--- config.mk ---
export PLATFORM = sky130hd
export DESIGN_NAME = eval_sequencer
export DESIGN_NICKNAME = d
export VERILOG_FILES = /design/src/rtl/eval_sequencer.sv
export SDC_FILE = /design/constraint.sdc
export NUM_CORES = 1
export LEC_CHECK = 0
export CAP_MARGIN = 15
export CORE_ASPECT_RATIO = 2
export CORE_MARGIN = 10
export CORE_UTILIZATION = 45
export CTS_BUF_LIST = sky130_fd_sc_hd__clkbuf_2 sky130_fd_sc_hd__clkbuf_4 sky130_fd_sc_hd__clkbuf_8
export DETAILED_ROUTE_END_ITERATION = 8
export PLACE_DENSITY = 0.88
export SETUP_SLACK_MARGIN = 0.3
export SLEW_MARGIN = 20
export SYNTH_ARGS = -nofsm -noshare
export SYNTH_HDL_FRONTEND = slang
export SYNTH_SLANG_ARGS = --single-unit
--- constraint.sdc ---
create_clock -name clk_in -period 5.4 [get_ports clk_in]
set_input_delay 0.81 -clock clk_in [delete_from_list [all_inputs] [get_ports clk_in]]
set_output_delay 0.81 -clock clk_in [all_outputs]
set_load 0.05 [all_outputs]
--- src/rtl/eval_sequencer.sv ---
// Issue sequencer for the fixed-latency move evaluator: streams one node's candidates,
// tracks in-flight slots by latency and keeps the best legal result for the search controller.
package eval_sequencer_pkg;
  typedef logic [15:0]        move_t;
  typedef logic [63:0]        board_t;
  typedef logic signed [15:0] eval_t;

  localparam eval_t EVAL_MIN = 16'sh8000;

  typedef enum logic [1:0] {
    IDLE,
    COLLECT,
    DRAIN,
    DONE
  } state_t;
endpackage

module eval_sequencer
  import eval_sequencer_pkg::*;
#(
  parameter int EVAL_LATENCY = 2,
  parameter int CNT_W        = 8
) (
  input  logic             clk_in,
  input  logic             rst_in,
  input  logic             start_in,
  input  logic             cand_valid_in,
  output logic             cand_ready_out,
  input  move_t            cand_move_in,
  input  board_t           cand_board_in,
  input  logic             end_in,
  input  logic             no_validate_in,
  output logic             ev_valid_out,
  output move_t            ev_move_out,
  output board_t           ev_board_out,
  output logic             ev_no_validate_out,
  input  logic             res_valid_in,
  input  move_t            res_move_in,
  input  eval_t            res_eval_in,
  output logic             busy_out,
  output logic             result_valid_out,
  output move_t            best_move_out,
  output eval_t            best_eval_out,
  output logic             any_legal_out,
  output logic [CNT_W-1:0] legal_count_out,
  output logic             proto_err_out
);

  state_t state_q, state_d;

  logic                  accept;
  logic                  node_start;
  logic [EVAL_LATENCY:0] tok;
  logic                  due;
  logic                  others_busy;
  logic                  legal_hit;
  logic                  better;

  assign accept     = cand_valid_in && cand_ready_out;
  assign node_start = (state_q == IDLE) && start_in;

  // tok[0] is the issue strobe itself; older slots live in the shift register.
  generate
    if (EVAL_LATENCY == 0) begin : g_lat0
      assign tok         = ev_valid_out;
      assign due         = tok[0];
      assign others_busy = 1'b0;
    end else begin : g_latn
      logic [EVAL_LATENCY:1] sh_q;

      always_ff @(posedge clk_in) begin
        if (rst_in) begin
          sh_q <= '0;
        end else begin
          for (int i = 1; i <= EVAL_LATENCY; i++) sh_q[i] <= tok[i-1];
        end
      end

      assign tok         = {sh_q, ev_valid_out};
      assign due         = tok[EVAL_LATENCY];
      // The due slot resolves this cycle, so only younger slots keep DRAIN open.
      assign others_busy = |tok[EVAL_LATENCY-1:0];
    end
  endgenerate

  // NOTE: every output of this block gets a default first so no path can infer a latch.
  always_comb begin
    state_d          = state_q;
    cand_ready_out   = 1'b0;
    result_valid_out = 1'b0;
    busy_out         = (state_q != IDLE);
    case (state_q)
      IDLE: begin
        if (start_in) state_d = COLLECT;
      end
      COLLECT: begin
        cand_ready_out = 1'b1;
        if (end_in) state_d = DRAIN;
      end
      DRAIN: begin
        if (!others_busy) state_d = DONE;
      end
      DONE: begin
        result_valid_out = 1'b1;
        state_d          = IDLE;
      end
      default: state_d = IDLE;
    endcase
  end

  // NOTE: sequential state uses non-blocking assignments so every flop samples pre-edge values.
  always_ff @(posedge clk_in) begin
    if (rst_in) state_q <= IDLE;
    else        state_q <= state_d;
  end

  always_ff @(posedge clk_in) begin
    if (rst_in) begin
      ev_valid_out <= 1'b0;
      ev_move_out  <= '0;
      ev_board_out <= '0;
    end else begin
      ev_valid_out <= accept;
      if (accept) begin
        ev_move_out  <= cand_move_in;
        ev_board_out <= cand_board_in;
      end
    end
  end

  always_ff @(posedge clk_in) begin
    if (rst_in)          ev_no_validate_out <= 1'b0;
    else if (node_start) ev_no_validate_out <= no_validate_in;
  end

  assign legal_hit = due && res_valid_in;
  // Strict greater-than: on a tie the earlier move stays best.
  assign better    = !any_legal_out || (res_eval_in > best_eval_out);

  always_ff @(posedge clk_in) begin
    if (rst_in) begin
      best_move_out   <= '0;
      best_eval_out   <= EVAL_MIN;
      any_legal_out   <= 1'b0;
      legal_count_out <= '0;
    end else if (node_start) begin
      best_move_out   <= '0;
      best_eval_out   <= EVAL_MIN;
      any_legal_out   <= 1'b0;
      legal_count_out <= '0;
    end else if (legal_hit) begin
      if (better) begin
        best_move_out <= res_move_in;
        best_eval_out <= res_eval_in;
      end
      any_legal_out <= 1'b1;
      if (legal_count_out != '1) legal_count_out <= legal_count_out + 1'b1;
    end
  end

  // A result with no slot due is only an error while a node is actually in flight.
  always_ff @(posedge clk_in) begin
    if (rst_in) begin
      proto_err_out <= 1'b0;
    end else if (res_valid_in && !due &&
                 ((state_q == COLLECT) || (state_q == DRAIN))) begin
      proto_err_out <= 1'b1;
    end
  end

endmodule

# Word-level counts from Yosys, hierarchy flattened
# Index checks and enable logic that the tools add are counted.
# totals
word_cells	42
output_inout_bits	127
reg_bits	128
in_bits	119
# op_classes
n_mux	6
reduce_logical	16
eq_ne	7
addsub	1
order_cmp	1
# op_table
op	n
$gt 16x16->1	1
$add 8x1->8 const B	1
$ne 8x8->1 const B	1
$pmux 2 s4	1
$mux 2	3
$ne 2x2->1 const B	3
$logic_and 1x1->1	5
$eq 2x2->1 const B	2
$reduce_and 2->1	2
$reduce_or 2->1	2
$reduce_and 3->1	1
$eq 2x1->1 const B	1
$logic_not 1->1	2
$logic_not 2->1	1
$logic_or 1x1->1	2
$mux 1	2
$reduce_bool 2->1	1

# Logic depth before layout (Yosys ltp)
# logic_depth
ltp_word	3
mapped_depth	9
mapped_depth_nobuf	8

# Worst setup path before layout
# Ideal clock, no wire load.
# synth_timing
path_kind	input-to-reg
start	input res_eval_in[15]
end	register best_eval_out[15]
stages	8
t_required_ps	5277
setup_ps	123
arrival_time_ps	2300
n_path_buf	1
setup_slack_ps	2976
path_cell_list	ha_1 > nand4_1 > nor3_2 > a21boi_2 > o311a_2 > buf_4 > o21ai_0 > nand3b_1
# synth_via
elab_chain_len	3
# synth_rtl
item	line	source
start, declared	39	input eval_t res_eval_in,
$gt 16x16->1	138	assign better = !any_legal_out || (res_eval_in > best_eval_out);
$logic_or 1x1->1	138	
$reduce_and 2->1 (no line)	--	
end signal, assigned	154	best_eval_out <= res_eval_in;
end, declared	43	output eval_t best_eval_out,
# Parallel ways exist; a longest one is shown, timed or not.
# A chain may end at the register's enable or synchronous reset.

# Worst setup path after layout
# layout_timing
start	input res_eval_in[15]
end	register best_move_out[15]
# layout_via
elab_chain_len	3
# layout_rtl
item	line	source
$gt 16x16->1	138	
$logic_or 1x1->1	138	
$reduce_and 2->1 (no line)	--	
end signal, assigned	153	best_move_out <= res_move_in;
end, declared	42	output move_t best_move_out,
# Every way passes these cells.

==> run_results.csv <==
group,metric,value,unit
global_route,grt_max_degree,88,
clock_network,cts_tree,"built",
sta,fin_crit_sh,0.590,
logic_synthesis,syn-num-nets,768,
worst_hold_path,min_from,"ev_board_out[38]$_SDFFE_PP0P_",
sta,relSlewSlack,0.397,
finish,fin_util,0.732,
power_and_ir_drop,power_switching,1130,uW
setup_path,crit_type,"primary input to flip-flop",
setup_path,worst_ep_required_time,5.75,ns
power_and_ir_drop,irDropWorstVdd,405,uV
logic_synthesis,yosysWarnings,0,
placement,numPortBuffers,245,
setup_path,crit_arrival,3.54,ns
clock_network,clk_pin_slew,0.07,ns
floorplanning,io-pin-count,246,
clock_network,ctsResizeCount,0,
clock_network,postCtsSetupRepairBufs,0,
clock_network,cts.sink_count,128,
setup_path,startpoint_type,"primary input",
sta,worst_pin_slew,0.904,ns
finish,nets,994,
floorplanning,die_w,95.1,um
sta,hold_violations,0,
power_and_ir_drop,leakage,0.00280,uW
finish,fillers,819,
clock_network,clockBufferDepth,2,
finish,antenna_cells,0,
global_route,overflow,0,
logic_synthesis,synthFlopType,"dfxtp_1",
placement,hpwlAfterDp,14200,um
flow_run,maxCapViolCount,0,
logic_synthesis,synthArstFlopShare,0,
floorplanning,initial_core_util,0.463,
detailed_routing,remaining_drc_errors,0,
status,status,"finished, final reports clean",
finish,drive_above_1_share,0.0566,
placement,gp_congestion,0.861,
power_and_ir_drop,power_frac_comb,0.341,
finish,syn_to_final_growth,57.9,%
sta,rsz0062_at_grt,"no",
global_route,antenna_found_initial,0,
sta,drv_slew,0,
logic_synthesis,synth_edf_count,0,
power_and_ir_drop,power_density,378,nW/um^2
logic_synthesis,ys_seq_elements,128,
clock_network,numCtsBuffers,17,
detailed_routing,viasPerCell,5.29,
sta,finClkSkew,0.0108,ns
logic_synthesis,syn_area,5070,um^2
setup_path,cp_max_fo,32,
logic_synthesis,syn_avg_cell_area,8.09,um^2
logic_synthesis,netlist_instances,627,
global_route,first_global_vias,5619,
clock_network,cts_root_buf,"clkbuf_8",
worst_hold_path,hp-class,"flip-flop to flip-flop",
setup_path,cp-end-kind,"flip-flop",
floorplanning,die-area,16200,um^2
worst_hold_path,min_to,"ev_board_out[38]$_SDFFE_PP0P_",
sta,fin_setup_tns,0,ns
setup_path,regToRegSetupSlack,2.67,ns
floorplanning,die_h,170,um
sta,max_freq,314,MHz
clock_network,h-tree-depth,4,
detailed_routing,drtAntennaViolNets,0,
detailed_routing,first_pass_iters,6,
global_route,grt_first_pass_wirelength,28700,um
power_and_ir_drop,clkPwrFrac,0.294,
floorplanning,rows,54,
detailed_routing,drt_iter0_drc,276,
clock_network,clk_latency,0.43,ns
power_and_ir_drop,p_seq_frac,0.365,
detailed_routing,drt-total-wl,18600,um
floorplanning,coreArea,10900,um^2
logic_synthesis,synth_cell_types,37,
global_route,track_usage,0.227,
setup_path,worst_r2r_path_depth,8,
sta,setup_violations,0,
detailed_routing,wire_per_inst,18.5,um
logic_synthesis,synth-seq-area-share,0.505,
sta,fin_crit,3.18,ns
clock_network,ctsHoldBuffers,0,
power_and_ir_drop,swShare,0.372,
worst_hold_path,min_path_cells,2,
setup_path,crit-reg2reg-launch,"best_eval_out[14]$_SDFFE_PP0P_",
detailed_routing,vias,5317,
power_and_ir_drop,power.internal,1900,uW
setup_path,regToRegEndpoint,"best_move_out[15]$_SDFFE_PP0P_",
==> through the flow <==
step | power (uW) | setup slack [ns] | hold slack (ns) | cell area [um^2] | instances
global route | 3170 | 2.09 | 0.470 | 8010 | 1006
detailed placement | 2160 | 1.83 | 0.447 | 7580 | 974
floorplan | 1770 | 2.98 | 0.432 | 5070 | 627
global placement | 2130 | 1.76 | 0.441 | 7570 | 973
finish | 3030 | 2.22 | 0.453 | 8010 | 1006
CTS | 3060 | 2.29 | 0.457 | 8010 | 1006
==> power groups by stage <==
stage / Sequential, uW / Clock (uW) / Combinational, uW
final: 1110 / 891 / 1030
after global routing: 1120 / 951 / 1100
after CTS: 1100 / 916 / 1040
after detailed placement: 1120 / 0 / 1030
after global placement: 1120 / 0 / 1010
after floorplan: 1440 / 0 / 325
==> routing by layer <==
metal / GRT usage / routed length (um) / vias up
li1: - / - / 2558
met1: 0.212 / 5970 / 2472
met2: 0.390 / 9720 / 230
met3: 0.101 / 1850 / 57
met4: 0.143 / 1080 / 0
met5: 0 / 0 / -
==> critical path, cell delays in order <==
cell	delay (ns)
clkdlybuf4s50_1	0.43
ha_1	0.33
nand4_1	0.26
nor3_2	0.29
a21boi_2	0.36
o311a_2	0.64
o21ai_0	0.23
a21oi_1	0.17
==> cell families (layout without fill, tap and decap cells) <==
logic type / count (synthesis) / count (layout) / share of synthesized area
AND/OR/NAND/NOR: 233 / 233 / 0.192
AO/OA/AOI/OAI: 171 / 171 / 0.183
flip-flops: 128 / 128 / 0.505
buffers and inverters: 66 / 305 / 0.0533
adder cells (fa/ha/maj): 22 / 22 / 0.0543
XOR/XNOR: 5 / 5 / 0.00863
multiplexers: 2 / 2 / 0.00395
==> cell type report <==
cell class / instances / area (um^2) / share of cell area
Inverter: 22 / 82.6 / 0.0103
Multi-Input combinational cell: 433 / 2260 / 0.282
Timing Repair Buffer: 251 / 2500 / 0.312
Sequential cell: 128 / 2560 / 0.320
Tap cell: 140 / 175 / 0.0219
Clock inverter: 14 / 190 / 0.0237
Clock buffer: 18 / 241 / 0.0301
==> cells in the final DEF (no fill, tap or decap), types with 2 or more instances in the layout <==
cell,Yosys,layout
clkbuf_8,0,17
a31oi_1,2,2
clkinvlp_4,0,2
clkdlybuf4s50_1,0,244
buf_4,3,5
nor2b_1,3,3
mux2i_1,2,2
o21ai_0,7,7
or3_1,2,2
inv_1,22,22
a21oi_1,119,119
ha_1,22,22
clkinv_2,0,4
a21o_1,2,2
nand2_1,168,167
nor2_1,10,10
xor2_1,4,4
and3_1,3,3
a211oi_1,2,2
bufinv_16,0,4
nand3_1,34,34
o21ai_1,30,30
nand4_1,6,6
clkinv_4,0,3
dfxtp_1,128,128
nand3b_1,2,2
==> worst max-delay path by stage <==
stage,depth (start not counted),end,slack [ns],startpoint
2_1_floorplan,8,best_eval_out[15]$_SDFFE_PP1P_,2.98,res_eval_in[15]
3_3_place_gp,8,best_eval_out[0]$_SDFFE_PP0P_,1.76,res_eval_in[13]
3_5_place_dp,8,best_move_out[15]$_SDFFE_PP0P_,1.83,res_eval_in[15]
4_1_cts,8,best_move_out[15]$_SDFFE_PP0P_,2.29,res_eval_in[15]
5_1_grt,8,best_move_out[15]$_SDFFE_PP0P_,2.09,res_eval_in[15]
6_report,8,best_move_out[15]$_SDFFE_PP0P_,2.22,res_eval_in[15]
==> cell usage after synthesis (3+ instances only) <==
| cell | number | area [um^2] |
|---|---|---|
| and3_1 | 3 | 18.8 |
| nand4_1 | 6 | 37.5 |
| nor2_1 | 10 | 37.5 |
| buf_4 | 3 | 22.5 |
| clkbuf_1 | 32 | 120 |
| o21ai_0 | 7 | 35.0 |
| nand2_1 | 168 | 631 |
| nor2b_1 | 3 | 18.8 |
| ha_1 | 22 | 275 |
| dfxtp_1 | 128 | 2560 |
| a21oi_1 | 119 | 596 |
| inv_1 | 22 | 82.6 |
| nand3_1 | 34 | 170 |
| buf_2 | 7 | 35.0 |
| xor2_1 | 4 | 35.0 |
| o21ai_1 | 30 | 150 |
==> state kept, by name, indices dropped and copies added (netlist names), 2 cells and up <==
| signal | flops |
|---|---|
| ev_board_out | 64 |
| ev_move_out | 16 |
| legal_count_out | 8 |
| g_latn.sh_q | 2 |
| state_q | 2 |
| best_move_out | 16 |
| best_eval_out | 16 |
Power figures use the tool's default switching activity.
